`src/rtl/flag_pkg.sv`:
```
// Shared types for the interrupt flag-context stack: the saved C/Z pair and the
// per-cycle stack operation decode used by the top level.
package flag_pkg;

    typedef struct packed {
        logic c;
        logic z;
    } flag_ctx_t;

    localparam int FLAG_CTX_DEPTH_DEF = 4;

    typedef enum logic [2:0] {
        OP_NONE,
        OP_PUSH,
        OP_PUSH_FULL,
        OP_POP,
        OP_POP_EMPTY,
        OP_SWAP,
        OP_PUSH_EMPTY_POP
    } stack_op_e;

    // A simultaneous push and pop on a non-empty stack swaps the top entry,
    // so full never blocks it; on an empty stack it degrades to a plain push.
    function automatic stack_op_e decode_op(input logic push,
                                            input logic pop,
                                            input logic full,
                                            input logic empty);
        stack_op_e op;
        op = OP_NONE;
        if (push && pop) begin
            op = empty ? OP_PUSH_EMPTY_POP : OP_SWAP;
        end else if (push) begin
            op = full ? OP_PUSH_FULL : OP_PUSH;
        end else if (pop) begin
            op = empty ? OP_POP_EMPTY : OP_POP;
        end
        return op;
    endfunction

endpackage

```
`src/rtl/flag_ctx_mem.sv`:
```
// DEPTH-entry storage for saved flag contexts: one synchronous write port and
// one combinational read port, with no reset on the array contents.
module flag_ctx_mem
    import flag_pkg::*;
#(
    parameter int DEPTH = FLAG_CTX_DEPTH_DEF,
    localparam int AW   = (DEPTH > 1) ? $clog2(DEPTH) : 1
) (
    input  logic            clk,
    input  logic            we,
    input  logic [AW-1:0]   waddr,
    input  flag_ctx_t       wdata,
    input  logic [AW-1:0]   raddr,
    output flag_ctx_t       rdata
);

    flag_ctx_t mem [DEPTH];

    always_ff @(posedge clk) begin
        if (we) begin
            mem[waddr] <= wdata;
        end
    end

    assign rdata = mem[raddr];

endmodule

```
`src/rtl/flag_ctx_stack.sv`:
```
// Saves the C/Z flag pair on interrupt entry and restores it on RETIE, driving
// a one-cycle restore_ld pulse into the flag registers' load path.
module flag_ctx_stack
    import flag_pkg::*;
#(
    parameter int DEPTH    = FLAG_CTX_DEPTH_DEF,
    localparam int CNT_W   = $clog2(DEPTH + 1)
) (
    input  logic             clk,
    input  logic             rst,
    input  logic             c_in,
    input  logic             z_in,
    input  logic             push,
    input  logic             pop,
    input  logic             clr_err,
    output logic             c_out,
    output logic             z_out,
    output logic             restore_ld,
    output logic [CNT_W-1:0] count,
    output logic             full,
    output logic             empty,
    output logic             ovf_err,
    output logic             unf_err
);

    localparam int AW = (DEPTH > 1) ? $clog2(DEPTH) : 1;

    stack_op_e        op;
    logic [CNT_W-1:0] count_nxt;
    logic [CNT_W-1:0] top_idx;
    logic             mem_we;
    logic [AW-1:0]    mem_waddr;
    logic [AW-1:0]    mem_raddr;
    flag_ctx_t        mem_wdata;
    flag_ctx_t        mem_rdata;
    logic             restore_valid;
    logic             ovf_evt;
    logic             unf_evt;

    assign full    = (count == CNT_W'(DEPTH));
    assign empty   = (count == '0);
    assign top_idx = count - CNT_W'(1);

    flag_ctx_mem #(
        .DEPTH (DEPTH)
    ) u_mem (
        .clk   (clk),
        .we    (mem_we),
        .waddr (mem_waddr),
        .wdata (mem_wdata),
        .raddr (mem_raddr),
        .rdata (mem_rdata)
    );

    // Operation decode: picks the write slot, the next occupancy and the
    // error events; the read port always looks at the current top entry.
    always_comb begin
        op            = decode_op(push, pop, full, empty);
        count_nxt     = count;
        mem_we        = 1'b0;
        mem_waddr     = count[AW-1:0];
        mem_wdata     = '{c: c_in, z: z_in};
        mem_raddr     = top_idx[AW-1:0];
        restore_valid = 1'b0;
        ovf_evt       = 1'b0;
        unf_evt       = 1'b0;
        case (op)
            OP_PUSH: begin
                mem_we    = 1'b1;
                count_nxt = count + CNT_W'(1);
            end
            OP_PUSH_FULL: begin
                ovf_evt = 1'b1;
            end
            OP_POP: begin
                restore_valid = 1'b1;
                count_nxt     = top_idx;
            end
            OP_POP_EMPTY: begin
                unf_evt = 1'b1;
            end
            OP_SWAP: begin
                restore_valid = 1'b1;
                mem_we        = 1'b1;
                mem_waddr     = top_idx[AW-1:0];
            end
            OP_PUSH_EMPTY_POP: begin
                mem_we    = 1'b1;
                count_nxt = count + CNT_W'(1);
                unf_evt   = 1'b1;
            end
            default: begin
            end
        endcase
    end

    always_ff @(posedge clk or posedge rst) begin
        if (rst) begin
            count <= '0;
        end else begin
            count <= count_nxt;
        end
    end

    // Restored flags hold their last value between pulses.
    always_ff @(posedge clk or posedge rst) begin
        if (rst) begin
            c_out      <= 1'b0;
            z_out      <= 1'b0;
            restore_ld <= 1'b0;
        end else begin
            restore_ld <= restore_valid;
            if (restore_valid) begin
                c_out <= mem_rdata.c;
                z_out <= mem_rdata.z;
            end
        end
    end

    // A new error event wins over a same-cycle clear.
    always_ff @(posedge clk or posedge rst) begin
        if (rst) begin
            ovf_err <= 1'b0;
            unf_err <= 1'b0;
        end else begin
            ovf_err <= ovf_evt | (ovf_err & ~clr_err);
            unf_err <= unf_evt | (unf_err & ~clr_err);
        end
    end

endmodule

```
`config.mk`:
```
export PLATFORM = sky130hd
export DESIGN_NAME = flag_ctx_stack
export DESIGN_NICKNAME = d
export VERILOG_FILES = /design/src/rtl/flag_pkg.sv /design/src/rtl/flag_ctx_mem.sv /design/src/rtl/flag_ctx_stack.sv
export SDC_FILE = /design/constraint.sdc
export NUM_CORES = 1
export LEC_CHECK = 0
export ABC_AREA = 1
export CAP_MARGIN = 20
export CORE_ASPECT_RATIO = 1.4
export CORE_MARGIN = 4
export CORE_UTILIZATION = 45
export CTS_CLUSTER_DIAMETER = 30
export CTS_CLUSTER_SIZE = 30
export DETAILED_ROUTE_END_ITERATION = 8
export GPL_TIMING_DRIVEN = 0
export PLACE_DENSITY = 0.71
export SKIP_LAST_GASP = 1
export SYNTH_ARGS = -nofsm -noshare
export SYNTH_HDL_FRONTEND = slang
export SYNTH_SLANG_ARGS = --single-unit
export TNS_END_PERCENT = 30
```
`constraint.sdc`:
```
create_clock -name clk -period 4.1 [get_ports clk]
set_input_delay 1.23 -clock clk [delete_from_list [all_inputs] [get_ports clk]]
set_output_delay 1.23 -clock clk [all_outputs]
set_load 0.05 [all_outputs]
```
==> impl_metrics.tcl <==
set metrics [dict create \
    outcome "complete, no violations" \
    htree_levels 1 \
    p_per_area_mw_per_mm2 819 \
    ys_warn_count 0 \
    crit_fanout 9 \
    tns_ns 0 \
    pin_count 17 \
    yosysUniqueCellTypes 19 \
    p_switching_uw 424 \
    viasPerCell 5.04 \
    drv_cap 0 \
    cts_buffer_depth 2 \
    antennaDiodeCount 0 \
    regArea_um2 440 \
    fin_worst_skew_ns 0.000971 \
    ys_seq_area_share_pct 52.5 \
    worstPathRequired_ns 2.87 \
    cts_tree "done" \
    combPwrFrac_pct 59.2 \
    synthToLayoutAreaGrowth_pct 26.4 \
    grt_use_met1_pct 15.0 \
    finalHoldViolations 0 \
    layout_commonest_cell "nand2_1" \
    placedCellCount 134 \
    die_y_um 59.1 \
    drt_wl_total_um 1490 \
    die_w_um 44.5 \
    post_cts_buffers 0 \
    min_period_over_period_pct 87.5 \
    critPathKind "reg2out" \
    intPower_uw 444 \
    setup_viol 0 \
    dr.pass1.iters 4 \
    core_area_mm2 0.00176 \
    post_cts_resized 0 \
    post-dp-hpwl_um 1200 \
    ir_worst_vdd_mv 0.391 \
    clock-root-buffer "clkbuf_4" \
    worst-r2r-setup-slack_ns 2.07 \
    yosys-top-cells-area "edfxtp_1, dfrtp_1, nand2_1, o21ai_0, inv_1" \
    rsz0062_at_grt "false" \
    max_freq_mhz 279 \
    worst_slew_pin_slew_ns 0.494 \
    relSlewSlack_pct 67.0 \
    synth_area_um2 838 \
    drv_slew 0 \
    period_minus_slack_ns 3.59 \
    fin_nets 129 \
    switching_share_pct 48.8 \
    nFillCells 172 \
    p_seq_share_pct 29.0 \
    crit_arrival_ns 2.36 \
    gr-total-overflow 0 \
    path_clk_slew_ns 0.09 \
    cts-hold-fix-buffers 0 \
    multiInputGateArea_um2 343 \
    vias 695 \
    synth_top_area_cell "edfxtp_1" \
    track_usage_pct 13.4 \
    layoutNonFillerInstCount 138 \
    port_buffers 16 \
    met3_usage_pct 3.04 \
    grt_pass1_wl_um 2560 \
    num_rows 18 \
    clk_latency_ns 0.29 \
    grt_pass1_vias 626 \
    hold_path_class "reg2reg" \
    drc 0 \
    cts_buffers 3 \
    cp-start-kind "register" \
    cts.sinks 16 \
    holdWs_ns 0.491 \
    r2r.worst_path.cells 8 \
    busiest_layer "met2" \
    start_util_pct 47.7 \
    p_leak_uw 0.000496 \
    synth.ff_latch_count 16 \
    antenna_left 0 \
    gp_congestion 0.803 \
    mappedNetlistNets 108 \
    clockPowerShare_pct 11.8 \
    drt_iter0_drc 15 \
    antenna_found_initial 0 \
    drive_gt1_share_pct 10.2 \
    routedWlPerCell_um 10.8 \
    use_met2_pct 22.0 \
    syn-mean-instance-area_um2 8.55 \
    die_area_mm2 0.00263 \
    cp-end-kind "primary output" \
    synthCells 98 \
    synth_top_area_share_pct 28.7 \
    grt_start_max_net_pins 10 \
    hold_depth 2 \
    mostFrequentLayoutCells "nand2_1, clkdlybuf4s50_1, inv_1, nor2_1, o21ai_0" \
]
[worst max-delay path: stages, from the launching register on]
cell and delay, ns:
dfrtp_1 0.40, buf_2 0.17, inv_1 0.22, ha_1 0.29, nand2_1 0.12, inv_1 0.08, clkdlybuf4s50_1 0.80
[power groups by stage]
stage / Combinational, µW / Sequential (µW) / Clock (µW)
5_1_grt: 561 / 260 / 111
4_1_cts: 517 / 252 / 107
3_3_place_gp: 510 / 255 / 0
3_5_place_dp: 516 / 255 / 0
6_report: 514 / 251 / 102
2_1_floorplan: 260 / 368 / 0
[synthesized netlist by cell type]
cell type,instances
nand2_1,30
inv_1,11
nor2_1,11
o21ai_0,10
dfrtp_1,8
edfxtp_1,8
nand3_1,4
ha_1,3
a21oi_1,2
nand2_4,2
a21oi_2,1
buf_2,1
clkinv_2,1
inv_2,1
nand2_2,1
nor2_4,1
o21ai_1,1
o32ai_1,1
xor2_1,1
[path summary, 6_finish.rpt]
| path | start | end |
|---|---|---|
| worst max-delay path | count[0]$_DFFE_PP0P_ | full |
| worst min-delay path | z_out$_DFFE_PP0P_ | z_out$_DFFE_PP0P_ |
| worst max register to register | count[0]$_DFFE_PP0P_ | u_mem.mem[0][1]$_DFFE_PP_ |
| worst min register to register | z_out$_DFFE_PP0P_ | z_out$_DFFE_PP0P_ |
| max in group asynchronous | rst | c_out$_DFFE_PP0P_ |
| min in group asynchronous | rst | unf_err$_DFF_PP0_ |
[layer usage]
| metal | vias up | wire length [µm] |
|---|---|---|
| li1 | 354 | - |
| met1 | 313 | 632 |
| met2 | 22 | 728 |
| met3 | 6 | 74 |
| met4 | 0 | 57 |
| met5 | - | 0 |
[flip-flops by register name, indices dropped and copies added (netlist names)]
name and count:
unf_err 1, c_out 1, ovf_err 1, restore_ld 1, u_mem.mem 8, count 3
z_out 1
[final cells by class]
class,instances,area share [%]
flip-flops and latches,16,41.6
multi-input cells,68,32.3
repair buffers,16,15.1
inverters,13,4.72
clock buffers,4,3.42
well taps,20,2.36
plain buffers,1,0.472
[through the flow]
step                area (µm²)  util [%]  worst slack [ns]  power (µW)
floorplan                  838         -              1.22         628
detailed placement        1020      58.3             0.823         771
global placement          1020      58.3             0.855         765
global route              1060      60.3             0.398         932
finish                    1060      60.3             0.513         867
CTS                       1060      60.3             0.495         876
[cell families (layout without fill, tap and decap cells)]
group / Yosys count / in the layout / synth area share (%)
fa+ha+maj: 3 / 3 / 4.48
xor+xnor: 1 / 1 / 1.04
compound gates: 15 / 15 / 9.85
simple gates: 49 / 49 / 25.5
buf+inv: 14 / 34 / 6.57
flops: 16 / 16 / 52.5
Power figures use the tool's default switching activity.
